### config.mk
export PLATFORM = sky130hd
export DESIGN_NAME = wb_shared_bus
export DESIGN_NICKNAME = d
export VERILOG_FILES = /design/src/rtl/wb_shared_bus.sv
export SDC_FILE = /design/constraint.sdc
export NUM_CORES = 1
export LEC_CHECK = 0
export ABC_AREA = 1
export CAP_MARGIN = 25
export CORE_AREA = 3 3 168 170
export DETAILED_ROUTE_END_ITERATION = 8
export DIE_AREA = 0 0 171 173
export PLACE_DENSITY = 0.45
export REMOVE_ABC_BUFFERS = 1
export SLEW_MARGIN = 20
export SYNTH_ARGS = -nofsm -noshare
export SYNTH_HDL_FRONTEND = slang
export SYNTH_SLANG_ARGS = --single-unit
export TNS_END_PERCENT = 30
### constraint.sdc
create_clock -name clk_i -period 1.7 [get_ports clk_i]
set_clock_uncertainty 0.1 [all_clocks]
set_input_delay 0.34 -clock clk_i [delete_from_list [all_inputs] [get_ports clk_i]]
set_output_delay 0.34 -clock clk_i [all_outputs]
set_load 0.05 [all_outputs]
### src/rtl/wb_shared_bus.sv
// Wishbone B4 pipelined shared bus: NM masters, NS decoded slaves, one transfer in flight.
// Optional slave watchdog enabled by defining WB_SHARED_TIMEOUT_EN.
module wb_shared_bus #(
    parameter int unsigned      NM         = 2,
    parameter int unsigned      NS         = 5,
    parameter int unsigned      AW         = 32,
    parameter int unsigned      DW         = 32,
    parameter logic [NS*AW-1:0] SLAVE_ADDR = '0,
    parameter logic [NS*AW-1:0] SLAVE_MASK = '0,
    parameter int unsigned      TIMEOUT    = 1023
) (
    input  logic                  clk_i,
    input  logic                  rst_i,
    input  logic [NM-1:0]         m_cyc_i,
    input  logic [NM-1:0]         m_stb_i,
    input  logic [NM-1:0]         m_we_i,
    input  logic [NM*AW-1:0]      m_adr_i,
    input  logic [NM*DW-1:0]      m_dat_i,
    input  logic [NM*(DW/8)-1:0]  m_sel_i,
    output logic [NM-1:0]         m_ack_o,
    output logic [NM-1:0]         m_err_o,
    output logic [NM-1:0]         m_stall_o,
    output logic [DW-1:0]         m_dat_o,
    output logic [NM-1:0]         grant_o,
    output logic [NS-1:0]         s_cyc_o,
    output logic [NS-1:0]         s_stb_o,
    output logic                  s_we_o,
    output logic [AW-1:0]         s_adr_o,
    output logic [DW-1:0]         s_dat_o,
    output logic [(DW/8)-1:0]     s_sel_o,
    input  logic [NS-1:0]         s_ack_i,
    input  logic [NS-1:0]         s_err_i,
    input  logic [NS-1:0]         s_stall_i,
    input  logic [NS*DW-1:0]      s_dat_i
);
    localparam int unsigned SW = DW / 8;
    localparam int unsigned LW = (NM > 1) ? $clog2(NM) : 1;
    localparam int unsigned KW = (NS > 1) ? $clog2(NS) : 1;

    typedef enum logic {IDLE, OWNED} state_t;

    state_t         state_q, state_d;
    logic [NM-1:0]  grant_q, grant_d;
    logic [LW-1:0]  owner_q, owner_d;
    logic [LW-1:0]  last_q, last_d;
    logic           pend_q, pend_d;
    logic           decerr_q, decerr_d;
    logic [KW-1:0]  sidx_q, sidx_d;

    logic [31:0]    own_i;
    logic           own_cyc, own_stb, own_we;
    logic [AW-1:0]  own_adr;
    logic [DW-1:0]  own_dat;
    logic [SW-1:0]  own_sel;

    logic           dec_hit;
    logic [KW-1:0]  dec_idx;
    logic           arb_any;
    logic [LW-1:0]  arb_idx;
    int             arb_j;

    logic           own_stall, accept, rsp_ack, rsp_err, tmo_hit;

    assign grant_o = grant_q;

    // Owner's request signals
    assign own_i   = 32'(owner_q);
    assign own_cyc = m_cyc_i[owner_q];
    assign own_stb = m_stb_i[owner_q];
    assign own_we  = m_we_i[owner_q];
    assign own_adr = m_adr_i[own_i*AW +: AW];
    assign own_dat = m_dat_i[own_i*DW +: DW];
    assign own_sel = m_sel_i[own_i*SW +: SW];

    // Address decode; scanning downward lets the lowest matching index win
    always_comb begin
        dec_hit = 1'b0;
        dec_idx = '0;
        for (int k = int'(NS) - 1; k >= 0; k--) begin
            if ((own_adr & SLAVE_MASK[k*AW +: AW]) == SLAVE_ADDR[k*AW +: AW]) begin
                dec_hit = 1'b1;
                dec_idx = KW'(k);
            end
        end
    end

    // Round-robin: first requester at or after last+1
    always_comb begin
        arb_any = 1'b0;
        arb_idx = last_q;
        arb_j   = 0;
        for (int i = 1; i <= int'(NM); i++) begin
            arb_j = (int'(last_q) + i) % int'(NM);
            if (!arb_any && m_cyc_i[LW'(arb_j)]) begin
                arb_any = 1'b1;
                arb_idx = LW'(arb_j);
            end
        end
    end

`ifdef WB_SHARED_TIMEOUT_EN
    localparam int unsigned TW = $clog2(TIMEOUT + 1);
    logic [TW-1:0] tmo_q;

    assign tmo_hit = pend_q && !decerr_q && (tmo_q == TW'(TIMEOUT - 1));

    // Watchdog: restarts on each accepted strobe, counts pending cycles
    always_ff @(posedge clk_i) begin
        if (rst_i) begin
            tmo_q <= '0;
        end else if (accept) begin
            tmo_q <= '0;
        end else if (pend_q) begin
            tmo_q <= tmo_q + TW'(1);
        end
    end
`else
    logic [31:0] unused_timeout;
    assign unused_timeout = 32'(TIMEOUT);
    assign tmo_hit        = 1'b0;
`endif

    always_ff @(posedge clk_i) begin
        if (rst_i) begin
            state_q  <= IDLE;
            grant_q  <= '0;
            owner_q  <= '0;
            last_q   <= LW'(NM - 1);
            pend_q   <= 1'b0;
            decerr_q <= 1'b0;
            sidx_q   <= '0;
        end else begin
            state_q  <= state_d;
            grant_q  <= grant_d;
            owner_q  <= owner_d;
            last_q   <= last_d;
            pend_q   <= pend_d;
            decerr_q <= decerr_d;
            sidx_q   <= sidx_d;
        end
    end

    always_comb begin
        state_d   = state_q;
        grant_d   = grant_q;
        owner_d   = owner_q;
        last_d    = last_q;
        pend_d    = pend_q;
        decerr_d  = decerr_q;
        sidx_d    = sidx_q;
        m_ack_o   = '0;
        m_err_o   = '0;
        m_stall_o = m_cyc_i;
        m_dat_o   = '0;
        s_cyc_o   = '0;
        s_stb_o   = '0;
        s_we_o    = 1'b0;
        s_adr_o   = '0;
        s_dat_o   = '0;
        s_sel_o   = '0;
        own_stall = 1'b0;
        accept    = 1'b0;
        rsp_ack   = 1'b0;
        rsp_err   = 1'b0;

        case (state_q)
            IDLE: begin
                if (arb_any) begin
                    state_d  = OWNED;
                    owner_d  = arb_idx;
                    grant_d  = NM'(1) << arb_idx;
                    pend_d   = 1'b0;
                    decerr_d = 1'b0;
                end
            end
            OWNED: begin
                if (!own_cyc) begin
                    // Release: any in-flight response is dropped
                    state_d  = IDLE;
                    grant_d  = '0;
                    last_d   = owner_q;
                    pend_d   = 1'b0;
                    decerr_d = 1'b0;
                end else begin
                    s_we_o  = own_we;
                    s_adr_o = own_adr;
                    s_dat_o = own_dat;
                    s_sel_o = own_sel;
                    if (pend_q) begin
                        own_stall = 1'b1;
                        if (decerr_q) begin
                            rsp_err = 1'b1;
                        end else begin
                            s_cyc_o[sidx_q] = !tmo_hit;
                            rsp_err = s_err_i[sidx_q] | tmo_hit;
                            rsp_ack = s_ack_i[sidx_q] & !rsp_err;
                            m_dat_o = s_dat_i[32'(sidx_q)*DW +: DW];
                        end
                        if (rsp_ack || rsp_err) begin
                            pend_d   = 1'b0;
                            decerr_d = 1'b0;
                        end
                    end else begin
                        if (dec_hit) begin
                            s_cyc_o[dec_idx] = 1'b1;
                            s_stb_o[dec_idx] = own_stb;
                            own_stall        = s_stall_i[dec_idx];
                        end
                        accept = own_stb && !own_stall;
                        if (accept) begin
                            pend_d   = 1'b1;
                            decerr_d = !dec_hit;
                            sidx_d   = dec_idx;
                        end
                    end
                    m_stall_o[owner_q] = own_stall;
                    m_ack_o[owner_q]   = rsp_ack;
                    m_err_o[owner_q]   = rsp_err;
                end
            end
        endcase
    end

endmodule

Yosys cells after proc, flatten, opt, wreduce, memory -nomap -nowiden
Cells that the tools add are included.
{"block": "totals", "register_bits": 7, "latch_bits": 0, "ramBits": 0, "mem_bits_ro": 0, "inputBits": 319, "out_inout_bits": 119, "elab_cells": 115, "n_memories": 0}
{"block": "classes", "addsub": 2, "multipliers": 0, "n_div": 0, "n_lt_le_gt_ge": 4, "n_eq_ne": 4, "n_shift": 4, "n_mux": 79, "n_bitwise": 5, "reduce_logical": 11}
{"cell": "32-bit two-way mux", "count": 8}
{"cell": "64-bit by 7-bit variable part select with 32-bit output", "count": 2}
{"cell": "1-bit two-way mux", "count": 51}
{"cell": "5-bit two-way mux", "count": 4}
{"cell": "2-bit two-way mux", "count": 8}
{"cell": "4-bit two-way mux", "count": 2}
{"cell": "4-bit by 3-bit != test with 1-bit output, second input constant", "count": 2}
{"cell": "8-bit by 4-bit variable part select with 4-bit output", "count": 1}
{"cell": "1-bit by 3-bit < comparator with 1-bit output, second input constant", "count": 2}
{"cell": "1-bit case mux with 2 select lines", "count": 3}
{"cell": "2-bit AND reduction", "count": 3}
{"cell": "2-bit bitwise AND", "count": 2}
{"cell": "2-bit != test, second input constant", "count": 2}
{"cell": "2-bit case mux with 2 select lines", "count": 1}
{"cell": "1-bit logical AND", "count": 3}
{"cell": "1-bit logical NOT", "count": 3}
{"cell": "3-bit AND reduction", "count": 1}
{"cell": "1-bit adder, second input constant", "count": 2}
{"cell": "2-bit bitwise mux", "count": 1}
{"cell": "1-bit by 2-bit < comparator with 1-bit output, second input constant", "count": 1}
{"cell": "1-bit inverter", "count": 2}
{"cell": "1-bit by 1-bit left shift with 2-bit output, first input constant", "count": 1}
{"cell": "1-bit bitwise AND", "count": 1}
{"cell": "1-bit demux with 1-bit select", "count": 1}
{"cell": "other kinds (2)", "count": 2}

Longest topological paths before layout
{"block": "logic_depth", "depth_word": 12, "mapped_depth": 8}

Least setup slack after synthesis
Ideal clock, no wire load.
{"block": "synth_path", "kind": "register -> output", "startpoint": "register pend_q", "endpoint": "output m_stall_o[1]", "arrival_time_ns": 1.688, "required_ns": 1.260, "slack_ns": -0.428, "stages_incl_launch_ff": 3, "path_buffers": 0, "path_cell_list": "dfxtp_1 -> nor2_1 -> a21boi_0"}
{"block": "synth_between", "elab_chain_len": 6}
{"element": "start: declaration", "line_no": "46", "source": "logic pend_q, pend_d;"}
{"element": "start signal: assignment", "line_no": "137", "source": "pend_q <= pend_d;"}
{"element": "1-bit two-way mux", "line_no": "189", "source": "if (pend_q) begin"}
{"element": "1-bit two-way mux", "line_no": "177", "source": "if (!own_cyc) begin"}
{"element": "1-bit two-way mux", "line_no": "166", "source": "case (state_q)"}
{"element": "2-bit bitwise mux", "line_no": "216", "source": "m_stall_o[owner_q] = own_stall;"}
{"element": "2-bit two-way mux", "line_no": "177"}
{"element": "2-bit two-way mux", "line_no": "166"}
{"element": "end: declaration", "line_no": "22", "source": "output logic [NM-1:0] m_stall_o,"}
Every way passes these cells. The select of a mux whose other input is x is not followed.

Final worst setup path
{"block": "layout_path", "startpoint": "register owner_q", "endpoint": "output s_adr_o[28]"}
{"block": "layout_between", "elab_chain_len": 4}
{"element": "start: declaration", "line_no": "44", "source": "logic [LW-1:0] owner_q, owner_d;"}
{"element": "start signal: assignment", "line_no": "135", "source": "owner_q <= owner_d;"}
{"element": "parallel branches: the longest is 2 deep, another holds 64-bit by 7-bit variable part select with 32-bit output"}
{"element": "32-bit two-way mux (*)", "line_no": "177"}
{"element": "32-bit two-way mux (*)", "line_no": "166"}
{"element": "end: declaration", "line_no": "28", "source": "output logic [AW-1:0] s_adr_o,"}
Mark *: on every way between the ends. The select of a mux whose other input is x is not followed.

==> flow_summary.toml <==
[global_route]
grt_start_max_net_pins = 41
antenna_found_initial = 0
grt_first_pass_wirelength_um = 21800
via_count_of_the_first_global_routing_pass = 3442
grt_use_total = 0.0943
globalRouteOverflowTotal = 0

[layout]
drive_above_1_share = 0.415
antenna_cells = 0
layout.cell_area.non_filler_mm2 = 0.00757
area_growth_syn_to_layout_pct = 264
final_net_count = 989

[yosys]
yosys_warns = 0
postSynthRegisterBits = 6
ys_async_sr_fraction = 0
synth.yosys.seq_area_share = 0.0577
synth-edff-count = 0
count_of_different_cell_masters_after_synthesis = 24
syn-instance-count = 360
postSynthAreaPerCell_um2 = 5.78
mappedNetlistArea_mm2 = 0.00208
ys.flop_type = "sky130_fd_sc_hd__dfxtp_1"

[die]
core_mm2 = 0.0269
num_rows = 60
floorplan.initialDensity = 0.0775
fp.dieW_um = 171
fp.dieArea_mm2 = 0.0296
design.portCount = 438
die_h_um = 173

[sta]
timing_max_transition_violations_final = 0
final_period_minus_worst_setup_slack_ps = 1960
fin_tns_setup_ps = -21570
hold_violations = 0
setup-violations-final = 107
postLayoutSetupSlackWorst_ps = -258
highest_achievable_clock_rate_ghz = 0.511
final_cycle_share = 1.15
unrepaired_setup_endpoints_after_global_routing = "true"
timing.hold.ws_ps = 359

[clock_network]
cts-root-buf = "sky130_fd_sc_hd__clkbuf_16"
cts.reportedPaths.clkPinSlew_ps = 30
clock_network_latency_to_the_later_pin_of_the_worst_skew_pair_ps = 230
tritoncts_clock_tree = "yes"
cts.htree.levels = 1
ctsHoldBuffers = 0
cts-buffers-inserted = 3
cts_buffer_depth = 2
cts_sinks = 6

[power_and_ir_drop]
pwr_density_cell_mw_per_mm2 = 318
cellLeakagePower_nw = 2.83
power.ir.vdd_worst_mv = 0.238

[setup_path]
rr_worst_depth = 7
wp_data_arrival_ps = 1520
path_max_fanout = 14
setup.worst_path.end_class = "output pin"
crit_type = "reg -> out"
worstSetupStartpointType = "flip-flop"
critical_path_required_ps = 1260

[drt]
antenna_violating_nets_post_route = 0
routed-via-count = 3408
firstDrtPassIters = 4
drtIter0Drc = 77
finalWirelength_um = 15200
per_cell_via_count_in_the_routed_design = 3.38
wl_per_instance_um = 15.0
post-route-drc-count = 0

[placed_design]
pre_cts_ws_ps = -641
hpwlAfterDp_um = 12800
place.gp.congestion = 0.773
dpl_cell_area_mm2 = 0.00668
numPortBuffers = 289

[run_status]
outcome = "finished with violations"
violated_checks = "setup timing"

[hold_path]
hold-path-cell-count = 1
hold_path_class = "reg -> reg"

[flow_run]
max-cap-violations = 0
[synthesized netlist by cell type (2+ instances only)]
cell type / n / area share
sky130_fd_sc_hd__inv_2: 4 / 0.0072
sky130_fd_sc_hd__nor2_1: 11 / 0.020
sky130_fd_sc_hd__dfxtp_1: 6 / 0.058
sky130_fd_sc_hd__nor2_2: 20 / 0.060
sky130_fd_sc_hd__nand3_1: 6 / 0.014
sky130_fd_sc_hd__a21oi_2: 70 / 0.29
sky130_fd_sc_hd__buf_4: 9 / 0.032
sky130_fd_sc_hd__inv_1: 36 / 0.065
sky130_fd_sc_hd__buf_6: 10 / 0.054
sky130_fd_sc_hd__a21oi_1: 3 / 0.0072
sky130_fd_sc_hd__nand2_1: 150 / 0.27
sky130_fd_sc_hd__clkbuf_1: 13 / 0.023
sky130_fd_sc_hd__nor2_4: 10 / 0.054
sky130_fd_sc_hd__nand2_4: 2 / 0.011
[metrics by stage]
| stage | total power [W] | utilization | instances |
|---|---|---|---|
| after floorplan | 0.000829 | - | 334 |
| after global placement | 0.00183 | 0.248 | 1000 |
| after detailed placement | 0.00183 | 0.248 | 1000 |
| after CTS | 0.00235 | 0.271 | 1008 |
| after global routing | 0.00253 | 0.282 | 1009 |
| final | 0.00241 | 0.282 | 1009 |
[flip-flops by register name (all words and copies together), names as in the netlist]
register / count
pend_q: 1
state_q: 1
last_q: 1
owner_q: 1
grant_o: 2
[per-layer routing]
metal | part of all wire | track usage | vias up
met5 | 0 | 0 | -
met4 | 0.010 | 0.0111 | 0
met3 | 0.085 | 0.0267 | 8
met2 | 0.51 | 0.172 | 143
met1 | 0.39 | 0.112 | 1551
li1 | - | - | 1706
[critical path, cell delays in order, from the launching register on]
cell and delay [ps]:
sky130_fd_sc_hd__dfxtp_4 360, sky130_fd_sc_hd__inv_4 100, sky130_fd_sc_hd__nand3_4 100, sky130_fd_sc_hd__nand2_8 150
sky130_fd_sc_hd__inv_12 70, sky130_fd_sc_hd__buf_12 180, sky130_fd_sc_hd__a21oi_2 160, sky130_fd_sc_hd__buf_12 160
[area by class of cell]
| cell class | count | area (µm²) |
|---|---|---|
| Clock buffer | 3 | 75.1 |
| Fill cell | 2837 | 19300 |
| Inverter | 41 | 169 |
| Multi-Input combinational cell | 287 | 2260 |
| Sequential cell | 6 | 125 |
| Tap cell | 341 | 427 |
| Timing Repair Buffer | 330 | 4510 |
| Timing Repair inverter | 1 | 8.76 |
[kinds of logic after synthesis]
| kind of cell | synth area share |
|---|---|
| DFF | 0.0577 |
| AOI/OAI and AO/OA | 0.314 |
| other | 0.00180 |
| buffers and inverters | 0.187 |
| and+or+nand+nor | 0.439 |
[report_power, final]
part | total [W] | switching [W] | internal [W] | leakage (nW)
registers | 0.000166 | 0.0000138 | 0.000152 | 0.0504
clock network | 0.000377 | 0.0000751 | 0.000301 | 0.0370
logic | 0.00187 | 0.000948 | 0.000919 | 2.74
total | 0.00241 | 0.00104 | 0.00137 | 2.83
[cell usage in the layout, fill, tap and decap left out, types with 2 or more instances in the layout]
master / instances
sky130_fd_sc_hd__nor2_1: 6
sky130_fd_sc_hd__inv_1: 36
sky130_fd_sc_hd__a21oi_4: 63
sky130_fd_sc_hd__dfxtp_1: 4
sky130_fd_sc_hd__buf_16: 2
sky130_fd_sc_hd__buf_6: 5
sky130_fd_sc_hd__nor2_2: 2
sky130_fd_sc_hd__clkdlybuf4s50_1: 176
sky130_fd_sc_hd__a21oi_2: 7
sky130_fd_sc_hd__conb_1: 8
sky130_fd_sc_hd__nand2_8: 2
sky130_fd_sc_hd__nand3_1: 5
sky130_fd_sc_hd__nor2_4: 33
sky130_fd_sc_hd__clkbuf_16: 4
sky130_fd_sc_hd__nand2_1: 147
sky130_fd_sc_hd__buf_4: 23
sky130_fd_sc_hd__nand2_2: 3
sky130_fd_sc_hd__inv_2: 3
sky130_fd_sc_hd__dlygate4sd2_1: 2
sky130_fd_sc_hd__buf_12: 120
sky130_fd_sc_hd__a21oi_1: 3
[repair_timing]
| item | in CTS | in global routing |
|---|---|---|
| resized for setup | 89 | 37 |
| setup buffers | 3 | 0 |
| pin swaps | 4 | 1 |
| endpoints found under the setup margin | 109 | 109 |
| cloned | 2 | 1 |
[path summary, 6_finish.rpt]
check,startpoint,to,slack (ps)
max,owner_q$_SDFFE_PP0P_,s_adr_o[28],-260
min,last_q$_SDFFE_PP1P_,owner_q$_SDFFE_PP0P_,360
max reg2reg,owner_q$_SDFFE_PP0P_,pend_q$_SDFFE_PP0P_,280
min reg2reg,last_q$_SDFFE_PP1P_,owner_q$_SDFFE_PP0P_,360
No activity file was read; power rests on OpenSTA's default activity.
